**src/rtl/display_timing_gen.sv**
```systemverilog
// Raster timing generator: walks the display raster one position per advancing
// edge and presents coordinates, syncs, data-enable and line/frame strobes,
// all registered together so every output describes the same position.
module display_timing_gen #(
  parameter int H_ACTIVE   = 800,
  parameter int H_FP       = 40,
  parameter int H_SYNC     = 128,
  parameter int H_BP       = 88,
  parameter int V_ACTIVE   = 600,
  parameter int V_FP       = 1,
  parameter int V_SYNC     = 4,
  parameter int V_BP       = 23,
  parameter bit H_SYNC_POL = 1'b1,
  parameter bit V_SYNC_POL = 1'b1
) (
  input  logic        i_clk,
  input  logic        i_rst,
  input  logic        i_pix_en,
  output logic [15:0] o_x,
  output logic [15:0] o_y,
  output logic        o_h_sync,
  output logic        o_v_sync,
  output logic        o_de,
  output logic        o_line_start,
  output logic        o_frame_start,
  output logic        o_frame_end
);

  localparam int H_TOTAL = H_ACTIVE + H_FP + H_SYNC + H_BP;
  localparam int V_TOTAL = V_ACTIVE + V_FP + V_SYNC + V_BP;

  localparam logic [15:0] H_LAST     = 16'(H_TOTAL - 1);
  localparam logic [15:0] V_LAST     = 16'(V_TOTAL - 1);
  localparam logic [15:0] H_ACT      = 16'(H_ACTIVE);
  localparam logic [15:0] V_ACT      = 16'(V_ACTIVE);
  localparam logic [15:0] HS_START   = 16'(H_ACTIVE + H_FP);
  localparam logic [15:0] HS_END     = 16'(H_ACTIVE + H_FP + H_SYNC);
  localparam logic [15:0] VS_START   = 16'(V_ACTIVE + V_FP);
  localparam logic [15:0] VS_END     = 16'(V_ACTIVE + V_FP + V_SYNC);

  // running_reg is clear after reset: the first advancing edge then lands on
  // (0,0) instead of stepping past it.
  logic        running_reg;
  logic [15:0] x_reg, y_reg;
  logic        h_sync_reg, v_sync_reg, de_reg;
  logic        line_start_reg, frame_start_reg, frame_end_reg;

  logic [15:0] x_next, y_next;
  logic        h_sync_next, v_sync_next, de_next;
  logic        line_start_next, frame_start_next, frame_end_next;

  // Next raster position taken on an advancing edge.
  always_comb begin
    x_next = 16'd0;
    y_next = 16'd0;
    if (running_reg) begin
      if (x_reg == H_LAST) begin
        x_next = 16'd0;
        y_next = (y_reg == V_LAST) ? 16'd0 : y_reg + 16'd1;
      end else begin
        x_next = x_reg + 16'd1;
        y_next = y_reg;
      end
    end
  end

  // Decode of the next position, so decodes are registered alongside it.
  always_comb begin
    de_next          = (x_next < H_ACT) && (y_next < V_ACT);
    h_sync_next      = ((x_next >= HS_START) && (x_next < HS_END)) ? H_SYNC_POL : ~H_SYNC_POL;
    v_sync_next      = ((y_next >= VS_START) && (y_next < VS_END)) ? V_SYNC_POL : ~V_SYNC_POL;
    line_start_next  = (x_next == 16'd0);
    frame_start_next = line_start_next && (y_next == 16'd0);
    frame_end_next   = line_start_next && (y_next == V_ACT);
  end

  // Position/decode registers; strobes only survive the cycle after an advance.
  always_ff @(posedge i_clk) begin
    if (i_rst) begin
      running_reg     <= 1'b0;
      x_reg           <= 16'd0;
      y_reg           <= 16'd0;
      h_sync_reg      <= ~H_SYNC_POL;
      v_sync_reg      <= ~V_SYNC_POL;
      de_reg          <= 1'b0;
      line_start_reg  <= 1'b0;
      frame_start_reg <= 1'b0;
      frame_end_reg   <= 1'b0;
    end else if (i_pix_en) begin
      running_reg     <= 1'b1;
      x_reg           <= x_next;
      y_reg           <= y_next;
      h_sync_reg      <= h_sync_next;
      v_sync_reg      <= v_sync_next;
      de_reg          <= de_next;
      line_start_reg  <= line_start_next;
      frame_start_reg <= frame_start_next;
      frame_end_reg   <= frame_end_next;
    end else begin
      line_start_reg  <= 1'b0;
      frame_start_reg <= 1'b0;
      frame_end_reg   <= 1'b0;
    end
  end

  assign o_x           = x_reg;
  assign o_y           = y_reg;
  assign o_h_sync      = h_sync_reg;
  assign o_v_sync      = v_sync_reg;
  assign o_de          = de_reg;
  assign o_line_start  = line_start_reg;
  assign o_frame_start = frame_start_reg;
  assign o_frame_end   = frame_end_reg;

endmodule
```
**config.mk**
```make
export PLATFORM = sky130hd
export DESIGN_NAME = display_timing_gen
export DESIGN_NICKNAME = d
export VERILOG_FILES = /design/src/rtl/display_timing_gen.sv
export SDC_FILE = /design/constraint.sdc
export NUM_CORES = 1
export LEC_CHECK = 0
export BUFFER_PORTS_ARGS = -buffer_cell sky130_fd_sc_hd__buf_4
export CORE_MARGIN = 2
export CORE_UTILIZATION = 35
export CTS_BUF_LIST = sky130_fd_sc_hd__clkbuf_2
export DETAILED_ROUTE_END_ITERATION = 8
export SLEW_MARGIN = 5
export SYNTH_ARGS = -nofsm -noshare
export SYNTH_HDL_FRONTEND = slang
export SYNTH_SLANG_ARGS = --single-unit
```
**constraint.sdc**
```tcl
create_clock -name i_clk -period 4.7 [get_ports i_clk]
set_clock_uncertainty 0.15 [all_clocks]
set_input_delay 0.235 -clock i_clk [delete_from_list [all_inputs] [get_ports i_clk]]
set_output_delay 0.235 -clock i_clk [all_outputs]
set_load 0.03 [all_outputs]
```
==> flow_metrics.tcl <==
set metrics [dict create \
    post-route-util_pct 40.2 \
    antenna_cells 0 \
    hold_viol 0 \
    htreeDepth 2 \
    drtIter0Drc 177 \
    post_drt_via_cell_ratio 5.84 \
    fmax_ghz 0.317 \
    cts_setup_buffers 0 \
    period_share_pct 67.0 \
    tightestPinTransition_ns 0.744 \
    ys_seq_area_share_pct 28.0 \
    status "finished, final reports clean" \
    coreArea_um2 7730 \
    dieArea_um2 8680 \
    setup_viol 0 \
    maxSlewViolCount 0 \
    tns_ns 0 \
    reg2reg_depth 8 \
    grt_max_degree 38 \
    crit_chain "ha_1, and4_1, nand4_4, o31ai_2, a21oi_2, nor4_2, nand4_1, nor4_2" \
    slew_headroom_pct 50.3 \
    period_minus_slack_ns 3.15 \
    vias 2827 \
    grt_overflow 0 \
    io_pins 41 \
    cp_max_fo 24 \
    grt_pass1_wl_mm 13.2 \
    min_path_type "input port to flip-flop" \
    critPathSlowestCell "dfxtp_1" \
    area_growth_pct 11.7 \
    synth_adder_area_share_pct 0.899 \
    cts_resized 0 \
    cts_root_buf "clkbuf_2" \
    grt_antenna_before_repair 0 \
    dpl_cell_area_um2 3080 \
    ys_types 65 \
    grt_pass1_vias 2613 \
    synth_top_family_by_area "simple AND/OR/NAND/NOR gates" \
    io_buffers 40 \
    synthFlopType "dfxtp_1" \
    synth_xor_area_share_pct 5.03 \
    instances_no_fill 484 \
    vdd_drop_max_mv 0.0984 \
    syn_avg_cell_area_um2 7.67 \
    cp.arrival_ns 3.34 \
    insertion_delay_ns 0.42 \
    p_leak_nw 1.14 \
    rsz0062_at_grt "false" \
    rrSetupSlack_ns 1.55 \
    place_ws_ns 1.68 \
    hold_depth 2 \
    crit_required_ns 4.89 \
    yosys_warnings 0 \
    track_usage_pct 18.7 \
    hold_path_end "o_y[0]$_SDFFE_PP0P_" \
    drc_errors 0 \
    cts_tree "done" \
    syn_area_um2 2780 \
    holdBufCountCts 0 \
    fin_ws_ns 1.55 \
    synthMuxAreaShare_pct 1.80 \
    synth_edf_count 0 \
    dp_cells 477 \
    dp_hpwl_mm 5.48 \
    gp_congestion 0.962 \
    power_density_nw_per_um2 174 \
    routedWlPerCell_um 16.1 \
    synth_cells 363 \
    regToRegEndpoint "o_frame_start$_SDFF_PP0_" \
    synth_compound_area_share_pct 21.7 \
    clkTransAtPathRegs_ns 0.22 \
    slowest_delay_ns 0.49 \
    syn_nets 368 \
    drtPass1Iterations 4 \
    clkSinkCount 39 \
    async_reset_ff_share_pct 0 \
    critical_path_class "flip-flop to flip-flop" \
    drv_cap 0 \
    post_synth_and_or_nand_nor_area_fraction_pct 36.7 \
    start_util_pct 36.0 \
    rows 32 \
    drive_gt1_share_pct 17.3 \
    crit_path_start_kind "flip-flop" \
    fin_nets 387 \
    endpoint_kind "flip-flop" \
    die_y_um 93.2 \
    cts_made_buffers 5 \
    hp-start "i_rst" \
    ant_nets 0 \
    path_common_cell "nor4_2" \
    die_w_um 93.2 \
    r2r_start "o_x[0]$_SDFFE_PP0P_" \
    clockBufferDepth 2 \
    stdcell_area_um2 3110 \
    synth-seq-cells 39 \
    drt_wl_total_mm 7.81 \
]
## per-layer routing
metal | track usage [%] | vias to the layer above | share of wire (%)
met1 | 24.5 | 1348 | 46
met2 | 31.8 | 90 | 48
met3 | 3.87 | 6 | 5.2
met5 | 0 | - | 0
li1 | - | 1383 | -
met4 | 4.17 | 0 | 0.79
## cells in the mapped netlist (8+ instances only)
library cell | number | area (µm²)
a21oi_1 | 27 | 135
and3_1 | 9 | 56.3
and4_1 | 8 | 70.1
clkbuf_1 | 16 | 60.1
dfxtp_1 | 39 | 781
nand2_1 | 36 | 135
nand3_1 | 16 | 80.1
nand4_1 | 9 | 56.3
nor2_1 | 43 | 161
nor3_1 | 17 | 85.1
o21ai_0 | 17 | 85.1
xnor2_1 | 8 | 70.1
xor2_1 | 8 | 70.1
## worst max path at each step
stage	start	to	slack [ns]	cells past startpoint
finish	o_x[0]$_SDFFE_PP0P_	o_frame_start$_SDFF_PP0_	1.55	8
global route	o_x[0]$_SDFFE_PP0P_	o_de$_SDFFE_PP0P_	1.22	8
CTS	o_x[0]$_SDFFE_PP0P_	o_frame_start$_SDFF_PP0_	1.61	8
detailed placement	o_x[0]$_SDFFE_PP0P_	o_v_sync$_SDFFE_PP0P_	1.68	8
global placement	o_x[0]$_SDFFE_PP0P_	o_de$_SDFFE_PP0P_	1.77	8
floorplan	o_x[0]$_SDFFE_PP0P_	o_v_sync$_SDFFE_PP0P_	2.01	10
## cells in the final DEF, fill, tap and decap left out, types with 3 or more instances in the layout
master	Yosys	final
buf_4	3	40
nand2_1	36	36
nor2_1	43	43
nor4_2	3	3
a21oi_2	3	3
or4_1	5	5
nor4b_1	4	4
o21ai_1	3	3
inv_1	7	7
a31oi_1	3	3
nand4_1	9	9
mux2i_1	5	5
and4_1	8	8
a22oi_1	3	3
clkbuf_2	0	5
o21ai_0	17	17
dfxtp_1	39	39
and3_1	9	9
nand3_1	16	16
or3_1	3	3
xor2_1	8	8
nand3b_1	5	5
xnor2_1	8	8
a21oi_1	27	27
nor4_1	7	7
nor3b_1	4	4
nor3_1	17	17
## critical path, delay by kind of cell, from the launching register on
family | cells | cell delay [ns]
adders and majority gates | 1 | 0.27
AOI/OAI and AO/OA | 2 | 0.50
DFF | 1 | 0.49
and+or+nand+nor | 5 | 1.63
## where the power goes
group / switching [mW] / total [mW] / internal, mW
clock: 0.121 / 0.152 / 0.0314
sequential: 0.00521 / 0.340 / 0.335
combinational: 0.0355 / 0.0496 / 0.0140
total: 0.162 / 0.542 / 0.380
## per-stage QoR
step	hold slack (ns)	power (mW)
global route	0.0363	0.566
finish	0.0466	0.542
floorplan	0.344	0.381
CTS	0.0468	0.546
global placement	0.317	0.397
detailed placement	0.312	0.397
## cell families after synthesis
family / Yosys count
compound gates: 85
xor+xnor: 16
fa+ha+maj: 2
buf+inv: 35
flops: 39
mux: 5
simple gates: 181
## final cells by class
class / instances / area, µm²
clock inverters: 2 / 8.76
repair buffers: 40 / 300
clock buffers: 5 / 25.0
well taps: 102 / 128
fillers: 798 / 4620
inverters: 7 / 26.3
flip-flops and latches: 39 / 781
multi-input cells: 289 / 1840
No activity file was read; power rests on OpenSTA's default activity.
